--- src/rtl/alu_mc_if.sv ---
// alu_mc_if: operation/result handshake bundle between IDU, execute ALU and LSU/WBU.
// Latency: n/a (wires only).
// Backpressure: in_valid/in_ready on the request side, out_valid/out_ready on the result side.
interface alu_mc_if #(
    parameter int XLEN = 32,
    parameter int OPW  = 5
);
    logic            flush;
    logic            in_valid;
    logic            in_ready;
    logic [OPW-1:0]  alu_ctrl;
    logic [XLEN-1:0] src1;
    logic [XLEN-1:0] src2;
    logic [XLEN-1:0] csr_input;
    logic            out_valid;
    logic            out_ready;
    logic [XLEN-1:0] alu_result;
    logic            illegal_op;

    // Upstream / downstream side (IDU driving ops, consumer accepting results).
    modport master (
        output flush, in_valid, alu_ctrl, src1, src2, csr_input, out_ready,
        input  in_ready, out_valid, alu_result, illegal_op
    );

    // ALU side.
    modport slave (
        input  flush, in_valid, alu_ctrl, src1, src2, csr_input, out_ready,
        output in_ready, out_valid, alu_result, illegal_op
    );
endinterface

--- src/rtl/alu_mc.sv ---
// alu_mc: multi-cycle execute ALU, one op in flight; optional iterative MDU when ALU_MDU_EN is defined.
// Latency: base ops 1 cycle after accept; MDU ops XLEN+1 cycles after accept.
// Backpressure: result held until out_ready; in_ready only in IDLE or when DONE result drains this cycle.
module alu_mc #(
    parameter int XLEN = 32,
    parameter int OPW  = 5
) (
    input  logic      clk,
    input  logic      rst_n,
    alu_mc_if.slave   bus
);
    localparam int SW = $clog2(XLEN);

    localparam logic [OPW-1:0] OP_ADD   = OPW'('h00);
    localparam logic [OPW-1:0] OP_PASS  = OPW'('h01);
    localparam logic [OPW-1:0] OP_SUB   = OPW'('h02);
    localparam logic [OPW-1:0] OP_JALR  = OPW'('h03);
    localparam logic [OPW-1:0] OP_SLTU  = OPW'('h04);
    localparam logic [OPW-1:0] OP_XOR   = OPW'('h05);
    localparam logic [OPW-1:0] OP_OR    = OPW'('h06);
    localparam logic [OPW-1:0] OP_AND   = OPW'('h07);
    localparam logic [OPW-1:0] OP_SLL   = OPW'('h08);
    localparam logic [OPW-1:0] OP_SRA   = OPW'('h09);
    localparam logic [OPW-1:0] OP_SRL   = OPW'('h0A);
    localparam logic [OPW-1:0] OP_SLT   = OPW'('h0C);
    localparam logic [OPW-1:0] OP_BEQ   = OPW'('h0D);
    localparam logic [OPW-1:0] OP_BGE   = OPW'('h0E);
    localparam logic [OPW-1:0] OP_BGEU  = OPW'('h0F);
    localparam logic [OPW-1:0] OP_BLT   = OPW'('h10);
    localparam logic [OPW-1:0] OP_BLTU  = OPW'('h11);
    localparam logic [OPW-1:0] OP_BNE   = OPW'('h12);
    localparam logic [OPW-1:0] OP_SLL2  = OPW'('h13);
    localparam logic [OPW-1:0] OP_SRA2  = OPW'('h14);
    localparam logic [OPW-1:0] OP_SRL2  = OPW'('h15);
    localparam logic [OPW-1:0] OP_CSRRS = OPW'('h16);
    localparam logic [OPW-1:0] OP_CSRRW = OPW'('h17);

    typedef enum logic [1:0] {S_IDLE, S_BUSY, S_DONE} state_t;

    state_t          state;
    logic            out_valid_q;
    logic [XLEN-1:0] result_q;
    logic            illegal_q;

    logic            accept;
    logic            is_mdu;
    logic [XLEN-1:0] base_res;
    logic            base_ill;
    logic [SW-1:0]   shamt;

    assign bus.in_ready   = (state == S_IDLE) || ((state == S_DONE) && bus.out_ready);
    assign bus.out_valid  = out_valid_q;
    assign bus.alu_result = result_q;
    assign bus.illegal_op = illegal_q;

    assign accept = bus.in_valid && bus.in_ready;
    assign shamt  = bus.src2[SW-1:0];

    // Single-cycle result; anything not decoded here (incl. 01011 and MDU encodings) is flagged illegal.
    always_comb begin
        base_res = '0;
        base_ill = 1'b0;
        case (bus.alu_ctrl)
            OP_ADD:                  base_res = bus.src1 + bus.src2;
            OP_PASS:                 base_res = bus.src2;
            OP_SUB:                  base_res = bus.src1 - bus.src2;
            OP_JALR:                 base_res = (bus.src1 + bus.src2) & ~XLEN'(1);
            OP_SLTU:                 base_res = XLEN'(bus.src1 < bus.src2);
            OP_XOR:                  base_res = bus.src1 ^ bus.src2;
            OP_OR:                   base_res = bus.src1 | bus.src2;
            OP_AND:                  base_res = bus.src1 & bus.src2;
            OP_SLL, OP_SLL2:         base_res = bus.src1 << shamt;
            OP_SRA, OP_SRA2:         base_res = $signed(bus.src1) >>> shamt;
            OP_SRL, OP_SRL2:         base_res = bus.src1 >> shamt;
            OP_SLT:                  base_res = XLEN'($signed(bus.src1) < $signed(bus.src2));
            OP_BEQ:                  base_res = XLEN'(bus.src1 == bus.src2);
            OP_BGE:                  base_res = XLEN'($signed(bus.src1) >= $signed(bus.src2));
            OP_BGEU:                 base_res = XLEN'(bus.src1 >= bus.src2);
            OP_BLT:                  base_res = XLEN'($signed(bus.src1) < $signed(bus.src2));
            OP_BLTU:                 base_res = XLEN'(bus.src1 < bus.src2);
            OP_BNE:                  base_res = XLEN'(bus.src1 != bus.src2);
            OP_CSRRS:                base_res = bus.src1 | bus.csr_input;
            OP_CSRRW:                base_res = bus.src1;
            default:                 base_ill = 1'b1;
        endcase
    end

`ifdef ALU_MDU_EN
    localparam logic [OPW-1:0] OP_MUL = OPW'('h18);

    // Shared iterative datapath: hi/lo hold partial product or remainder/quotient, opnd the |multiplicand|/|divisor|.
    logic [2:0]      md_op_q;
    logic [XLEN-1:0] hi_q, lo_q, opnd_q, s1_q;
    logic            res_neg_q, rem_neg_q, div0_q;
    logic [SW-1:0]   cnt_q;

    logic            sgn1, sgn2, a_neg, b_neg;
    logic [XLEN-1:0] a_abs, b_abs;
    logic [XLEN:0]   sum, rs, diff;
    logic [XLEN-1:0] n_hi, n_lo;
    logic [2*XLEN-1:0] prod, sprod;
    logic [XLEN-1:0] md_res;
    logic            last;

    assign is_mdu = (bus.alu_ctrl >= OP_MUL);
    assign last   = (cnt_q == SW'(XLEN - 1));

    // Operand signedness by op (mul/mulh/div/rem signed; mulhsu signed src1 only) and magnitudes.
    always_comb begin
        sgn1  = bus.alu_ctrl[2] ? !bus.alu_ctrl[0] : (bus.alu_ctrl[1:0] != 2'b11);
        sgn2  = bus.alu_ctrl[2] ? !bus.alu_ctrl[0] : !bus.alu_ctrl[1];
        a_neg = sgn1 && bus.src1[XLEN-1];
        b_neg = sgn2 && bus.src2[XLEN-1];
        a_abs = a_neg ? -bus.src1 : bus.src1;
        b_abs = b_neg ? -bus.src2 : bus.src2;
    end

    // One iteration: shift-add multiply step or restoring divide step.
    always_comb begin
        sum  = '0;
        rs   = '0;
        diff = '0;
        n_hi = hi_q;
        n_lo = lo_q;
        if (!md_op_q[2]) begin
            sum  = {1'b0, hi_q} + (lo_q[0] ? {1'b0, opnd_q} : '0);
            n_hi = sum[XLEN:1];
            n_lo = {sum[0], lo_q[XLEN-1:1]};
        end else begin
            rs   = {hi_q, lo_q[XLEN-1]};
            diff = rs - {1'b0, opnd_q};
            if (!diff[XLEN]) begin
                n_hi = diff[XLEN-1:0];
                n_lo = {lo_q[XLEN-2:0], 1'b1};
            end else begin
                n_hi = rs[XLEN-1:0];
                n_lo = {lo_q[XLEN-2:0], 1'b0};
            end
        end
    end

    // Final sign fix-up and divide-by-zero override, applied to the last iteration's values.
    always_comb begin
        prod  = {n_hi, n_lo};
        sprod = res_neg_q ? -prod : prod;
        case (md_op_q)
            3'd0:          md_res = sprod[XLEN-1:0];
            3'd1, 3'd2,
            3'd3:          md_res = sprod[2*XLEN-1:XLEN];
            3'd4, 3'd5:    md_res = div0_q ? '1 : (res_neg_q ? -n_lo : n_lo);
            default:       md_res = div0_q ? s1_q : (rem_neg_q ? -n_hi : n_hi);
        endcase
    end
`else
    assign is_mdu = 1'b0;
`endif

    // Control FSM with registered outputs; flush aborts everything and beats a same-cycle accept.
    always_ff @(posedge clk) begin
        if (!rst_n) begin
            state       <= S_IDLE;
            out_valid_q <= 1'b0;
            result_q    <= '0;
            illegal_q   <= 1'b0;
`ifdef ALU_MDU_EN
            md_op_q     <= '0;
            hi_q        <= '0;
            lo_q        <= '0;
            opnd_q      <= '0;
            s1_q        <= '0;
            res_neg_q   <= 1'b0;
            rem_neg_q   <= 1'b0;
            div0_q      <= 1'b0;
            cnt_q       <= '0;
`endif
        end else if (bus.flush) begin
            state       <= S_IDLE;
            out_valid_q <= 1'b0;
`ifdef ALU_MDU_EN
            hi_q        <= '0;
            lo_q        <= '0;
            cnt_q       <= '0;
`endif
        end else begin
            case (state)
                S_BUSY: begin
`ifdef ALU_MDU_EN
                    hi_q  <= n_hi;
                    lo_q  <= n_lo;
                    cnt_q <= cnt_q + 1'b1;
                    if (last) begin
                        state       <= S_DONE;
                        out_valid_q <= 1'b1;
                        result_q    <= md_res;
                        illegal_q   <= 1'b0;
                    end
`else
                    state <= S_IDLE;
`endif
                end
                default: begin
                    if ((state == S_DONE) && bus.out_ready) begin
                        state       <= S_IDLE;
                        out_valid_q <= 1'b0;
                    end
                    if (accept) begin
                        if (is_mdu) begin
                            state       <= S_BUSY;
                            out_valid_q <= 1'b0;
`ifdef ALU_MDU_EN
                            md_op_q     <= bus.alu_ctrl[2:0];
                            hi_q        <= '0;
                            lo_q        <= a_abs;
                            opnd_q      <= b_abs;
                            s1_q        <= bus.src1;
                            res_neg_q   <= a_neg ^ b_neg;
                            rem_neg_q   <= a_neg;
                            div0_q      <= (bus.src2 == '0);
                            cnt_q       <= '0;
`endif
                        end else begin
                            state       <= S_DONE;
                            out_valid_q <= 1'b1;
                            result_q    <= base_ill ? '0 : base_res;
                            illegal_q   <= base_ill;
                        end
                    end
                end
            endcase
        end
    end
endmodule

--- src/flat_wrapper.sv ---
// flat-port wrapper written by rule: the top's interface ports become plain ports
module alu_mc_flat 
#(
    parameter int XLEN = 32,
    parameter int OPW  = 5
)
  (clk, rst_n, bus_flush, bus_in_valid, bus_alu_ctrl, bus_src1, bus_src2, bus_csr_input, bus_out_ready, bus_in_ready, bus_out_valid, bus_alu_result, bus_illegal_op);
  alu_mc_if #(.XLEN(XLEN), .OPW(OPW)) bus_i ();
  input  logic clk;
  input  logic rst_n;
  input wire logic [$bits(bus_i.flush)-1:0] bus_flush;
  input wire logic [$bits(bus_i.in_valid)-1:0] bus_in_valid;
  input wire logic [$bits(bus_i.alu_ctrl)-1:0] bus_alu_ctrl;
  input wire logic [$bits(bus_i.src1)-1:0] bus_src1;
  input wire logic [$bits(bus_i.src2)-1:0] bus_src2;
  input wire logic [$bits(bus_i.csr_input)-1:0] bus_csr_input;
  input wire logic [$bits(bus_i.out_ready)-1:0] bus_out_ready;
  output wire logic [$bits(bus_i.in_ready)-1:0] bus_in_ready;
  output wire logic [$bits(bus_i.out_valid)-1:0] bus_out_valid;
  output wire logic [$bits(bus_i.alu_result)-1:0] bus_alu_result;
  output wire logic [$bits(bus_i.illegal_op)-1:0] bus_illegal_op;
  assign bus_i.flush = bus_flush;
  assign bus_i.in_valid = bus_in_valid;
  assign bus_i.alu_ctrl = bus_alu_ctrl;
  assign bus_i.src1 = bus_src1;
  assign bus_i.src2 = bus_src2;
  assign bus_i.csr_input = bus_csr_input;
  assign bus_i.out_ready = bus_out_ready;
  assign bus_in_ready = bus_i.in_ready;
  assign bus_out_valid = bus_i.out_valid;
  assign bus_alu_result = bus_i.alu_result;
  assign bus_illegal_op = bus_i.illegal_op;
  alu_mc #(.XLEN(XLEN), .OPW(OPW)) u_core (.clk(clk), .rst_n(rst_n), .bus(bus_i));
endmodule
--- config.mk ---
export PLATFORM = sky130hd
export DESIGN_NAME = alu_mc_flat
export DESIGN_NICKNAME = d
export VERILOG_FILES = /design/src/rtl/alu_mc_if.sv /design/src/rtl/alu_mc.sv /design/src/flat_wrapper.sv
export SDC_FILE = /design/constraint.sdc
export NUM_CORES = 1
export LEC_CHECK = 0
export ABC_AREA = 1
export ABC_CLOCK_PERIOD_IN_PS = 7700
export BUFFER_PORTS_ARGS = -buffer_cell sky130_fd_sc_hd__buf_2
export CORE_MARGIN = 2
export CORE_UTILIZATION = 40
export CTS_CLUSTER_DIAMETER = 80
export CTS_CLUSTER_SIZE = 28
export DETAILED_ROUTE_END_ITERATION = 7
export PLACE_DENSITY = 0.55
export SYNTH_ARGS = -nofsm -noshare
export SYNTH_HDL_FRONTEND = slang
export SYNTH_SLANG_ARGS = --single-unit
--- constraint.sdc ---
create_clock -name clk -period 7.7 [get_ports clk]
set_input_delay 1.155 -clock clk [delete_from_list [all_inputs] [get_ports clk]]
set_output_delay 1.155 -clock clk [all_outputs]
set_load 0.05 [all_outputs]
# Word level (Yosys, flattened, before mapping)
# Cells that the tools add are included.
[op_classes]
n_addsub = 2
n_mux = 7
n_lt_le_gt_ge = 4
div = 0
n_reduce_logical = 14
bitwise_logic = 6
n_shift = 3
eq_ne = 24
mul = 0
[ops]
columns = ["operator", "n"]
rows = [
  ["32-bit one-hot mux with 18 select lines", 1],
  ["32-bit >= comparator", 2],
  ["32-bit less-than comparator", 2],
  ["32-bit OR", 2],
  ["5-bit == test, second input constant", 8],
  ["5-bit by 4-bit == test with 1-bit output, second input constant", 7],
  ["32-bit adder", 1],
  ["32-bit bitwise AND", 1],
  ["32-bit == test", 1],
  ["32-bit two-way mux", 1],
  ["32-bit != test", 1],
  ["32-bit by 5-bit << shifter with 32-bit output", 1],
  ["32-bit by 5-bit right shift with 32-bit output", 1],
  ["32-bit by 5-bit >>> shifter with 32-bit output", 1],
  ["32-bit subtractor", 1],
  ["32-bit bitwise XOR", 1],
  ["23-bit OR reduction", 1],
  ["5-bit by 3-bit == test with 1-bit output, second input constant", 4],
  ["2-bit OR reduction", 6],
  ["5-bit by 2-bit == test with 1-bit output, second input constant", 2],
  ["5-bit by 1-bit == test with 1-bit output, second input constant", 1],
  ["5-bit logical NOT", 1],
  ["2-bit two-way mux", 2],
  ["1-bit two-way mux", 3],
  ["other kinds (6)", 8],
]
[word_totals]
mem_bits_rw = 0
latch_bits = 0
out_inout_bits = 35
reg_bits = 35
inputBits = 106
rom_bits = 0
word_cells = 64
mem_count = 0

# Longest topological paths before layout
[depth]
ltp_word = 4
ltp_mapped = 21
depth_no_buf = 19

# Worst setup path before layout
# OpenSTA, ideal clock, no wires.
[synth_path]
path_kind = "input port to flip-flop"
start = "input bus_src2[4]"
end = "register u_core.result_q[0], in the netlist u_core.bus.alu_result[0]"
t_arrival_ns = 3.299
path_buffers = 4
slack_ns = 4.269
setup_time_ns = 0.132
required_ns = 7.568
path_stages = 21
path_cell_list = "buf_2 inv_1 buf_2 clkbuf_1 ha_1 buf_2 nand2_1 nor2_1 nand2_1 nand2_1 nand2_1 nand2_1 nand2_1 nand2_1 nand2_1 nand2_1 nand2_1 nand2_1 nand2_1 nand2_1 a21oi_1"
[synth_between]
elab_chain_len = 3
elab_cells_between_ends = 11
cone_classes = "order compare: 4; eq/ne: 2; shift: 3; mux: 2"
[synth_lines]
columns = ["element", "line", "source"]
rows = [
  ["start, declared", "flat_wrapper.sv:15", "input wire logic [$bits(bus_i.src2)-1:0] bus_src2;"],
  ["32-bit less-than comparator, or another cell as far along", "alu_mc.sv:68, alu_mc.sv:80", ""],
  ["32-bit one-hot mux with 18 select lines (*)", "alu_mc.sv:63", "case (bus.alu_ctrl)"],
  ["32-bit two-way mux (*)", "alu_mc.sv:224", "result_q <= base_ill ? '0 : base_res;"],
  ["end signal, assigned", "alu_mc.sv:224", ""],
  ["end, declared", "alu_mc.sv:42", "logic [XLEN-1:0] result_q;"],
]
# Every way passes the cells marked *; elsewhere a longest branch is shown, timed or not.
# A chain may end at the register's enable or synchronous reset.

# Worst setup path in the final report
[layout_path]
start = "input bus_src2[2]"
end = "register u_core.result_q[31], in the netlist u_core.bus.alu_result[31]"
[layout_between]
elab_chain_len = 3
elab_cells_between_ends = 7
cone_classes = "add/sub: 2; shift: 3; mux: 2"
[layout_lines]
columns = ["element", "line"]
rows = [
  ["32-bit adder, or another cell as far along", "alu_mc.sv:64, alu_mc.sv:67"],
  ["32-bit one-hot mux with 18 select lines (*)", "alu_mc.sv:63"],
  ["32-bit two-way mux (*)", "alu_mc.sv:224"],
]
# Marks and branches as above.

==> impl_metrics.tcl <==
set metrics [dict create \
    status "finished clean" \
    async_flop_share_pct 0 \
    gr-usage-all-layers_pct 41.19 \
    fin_tns_setup_ps 0 \
    hold_viol 0 \
    final_antenna_net_count 0 \
    cts.clk_slew.worst_paths_ps 70 \
    utilization_pct 43.85 \
    cts_hold_buf 0 \
    vias_per_cell 5.852 \
    slew_headroom_pct 19.51 \
    drt-total-wl_um 64220 \
    holdCritStartpoint "u_core.bus.alu_result[21]" \
    h-tree-depth 2 \
    path_cells "buf_2 -> buf_4 -> clkinv_1 -> buf_4 -> ha_1 -> nand2_1 -> o21ai_0 -> nand2_1 -> nand2_1 -> nand2_1 -> nand2_1 -> nand2_1 -> nand2_1 -> nand2_1 -> nand3_1 -> nand3_1 -> nand2_1 -> a21oi_1" \
    critical_path.top_delay_family "buffers and inverters" \
    rsz0062_at_grt "no" \
    drv_slew 0 \
    ir_worst_vdd_uv 68.02 \
    overflow 0 \
    die_w_um 174 \
    cpMostUsedCell "nand2_1" \
    cp-start-kind "input pin" \
    cts_buffers 5 \
    syn_nets 2561 \
    pin_count 141 \
    r2r_slack_ps 4930 \
    dr.pass1.iters 6 \
    r2r-start "u_core.bus.out_valid" \
    end_kind "flop" \
    start_util_pct 40.49 \
    yosysUniqueCellTypes 48 \
    finalCritPeriodShare_pct 57.19 \
    synthMuxAreaShare_pct 0 \
    total_power_mw 1.308 \
    nNetsFinal 2618 \
    synth-simple-area-share_pct 60.42 \
    cts_setup_buffers 0 \
    grt_first_pass_wirelength_um 94240 \
    yosys_register_bits 34 \
    synthToLayoutAreaGrowth_pct 8.280 \
    worstPathArrival_ps 4550 \
    ys_dominant_reg_cell "dfxtp_1" \
    antenna_found_initial 1 \
    leakagePower_nw 6.957 \
    antenna_cells 0 \
    hold_depth 2 \
    synth_compound_area_share_pct 12.17 \
    cts_tree "done" \
    worst_path_max_delay_cell "ha_1" \
    via_count 16562 \
    yosys.area_share.xor_xnor_pct 0.4546 \
    drt_iter0_markers 1941 \
    clock_path_buffers 2 \
    cts_resized 0 \
    drv_cap 0 \
    core_mm2 0.02855 \
    crit_fanout 69 \
    wl_per_cell_um 22.69 \
    reg2reg_to "u_core.bus.alu_result[17]" \
    netlist_instances 2388 \
    die-area_mm2 0.03028 \
    synth.avg_cell_area_um2 4.841 \
    drc 0 \
    r2r_cells 7 \
    synthesis.area_mm2 0.01156 \
    grt_max_degree 71 \
    hp-class "flop to flop" \
    synth_fa_ha_area_share_pct 7.382 \
    cts_sinks 34 \
    power_density_mw_per_mm2 104.5 \
    grt_pass1_vias 15449 \
    ys_seq_area_share_pct 5.888 \
    routabilityCongestion 1.073 \
    skew_ps 10.90 \
    synth_edf_count 0 \
    crit_buf_inv 4 \
    fp.dieH_um 174 \
    worst_pin_slew_ps 1200 \
    ys.warnings.count 0 \
    fp-row-count 62 \
    setup_viol 0 \
    port_buffers 140 \
    max_clock_freq_ghz 0.2271 \
    drive_gt1_share_pct 8.422 \
    insertion_delay_ps 290 \
    path_class "input pin to flop" \
    place_hpwl_um 52350 \
    mostFrequentLayoutCells "nand2_1, nand3_1, inv_1" \
    slowest_delay_ps 600 \
    period_minus_slack_ps 4404 \
    min_to "u_core.bus.alu_result[21]" \
    root_buffer "clkbuf_16" \
    final_common_cell "nand2_1" \
    synth_top_family_by_area "simple AND/OR/NAND/NOR gates" \
    cp.required_ps 7840 \
]
tightest hold or removal path, stage by stage, from the launching register on:
cell and delay (ps):
dfxtp_1 310, nand2_1 60, a21oi_1 50
cell families after synthesis:
logic type	after synthesis
buffers and inverters	392
AO/OA/AOI/OAI	260
AND/OR/NAND/NOR	1629
flip-flops	34
XOR/XNOR	6
adder cells (fa/ha/maj)	67
cells in the mapped netlist (6+ instances only):
cell type,n,area share (%)
a21oi_1,131,5.7
and2_1,6,0.32
buf_1,7,0.23
buf_2,54,2.3
buf_4,6,0.39
clkbuf_1,38,1.2
dfxtp_1,34,5.9
ha_1,65,7.0
inv_1,266,8.6
inv_2,11,0.36
nand2_1,896,29
nand2_2,6,0.32
nand3_1,439,19
nand3b_1,7,0.45
nand4_1,40,2.2
nor2_1,195,6.3
nor2_4,7,0.68
nor3_1,14,0.61
o211ai_1,16,1.0
o21ai_0,73,3.2
o21ai_1,10,0.43
o21bai_1,7,0.45
o22ai_1,12,0.65
xor2_1,6,0.45
worst max path at each step:
stage           startpoint                   endpoint  slack, ps  depth (start not counted)
6_report       bus_src2[2]  u_core.bus.alu_result[31]       3300                         18
5_1_grt        bus_src2[2]  u_core.bus.alu_result[31]       3050                         18
4_1_cts        bus_src2[2]  u_core.bus.alu_result[31]       3410                         18
3_5_place_dp   bus_src2[2]  u_core.bus.alu_result[31]       3090                         18
3_3_place_gp   bus_src2[2]  u_core.bus.alu_result[31]       3100                         18
2_1_floorplan  bus_src2[4]   u_core.bus.alu_result[0]       4270                         21
state kept, by name, indices dropped and copies added, names as in the netlist:
register / cells
u_core.bus.alu_result: 32
u_core.bus.illegal_op: 1
u_core.bus.out_valid: 1
area by class of cell:
| class | count | area, um2 |
|---|---|---|
| repair buffers | 158 | 835.8 |
| inverters | 284 | 1071 |
| well taps | 384 | 480.5 |
| clock inverters | 1 | 5.005 |
| fillers | 3472 | 16030 |
| clock buffers | 7 | 142.6 |
| multi-input cells | 1962 | 9301 |
| flip-flops and latches | 34 | 680.7 |
routing by layer:
metal  vias to the layer above  share of wire (%)  track usage, %
met3                       202                8.0           4.943
met1                      7675                 40           52.07
met5                         -                  0               0
li1                       7824                  -               -
met2                       861                 45           67.86
met4                         0                6.8           23.21
per-stage QoR:
step / cells / hold slack (ps) / instance area [um2] / setup slack (ps)
after floorplan: 2388 / 690.0 / 11560 / 4269
after global placement: 2822 / 450.3 / 12370 / 3096
after detailed placement: 2822 / 456.1 / 12370 / 3094
after CTS: 2830 / 465.0 / 12520 / 3405
after global routing: 2830 / 486.2 / 12520 / 3054
final: 2830 / 462.3 / 12520 / 3296
where the power goes:
group	switching (mW)	internal (mW)
Sequential	0.00820	0.186
Clock	0.0905	0.129
Combinational	0.658	0.237
Total	0.756	0.552
No activity file was read; power rests on OpenSTA's default activity.
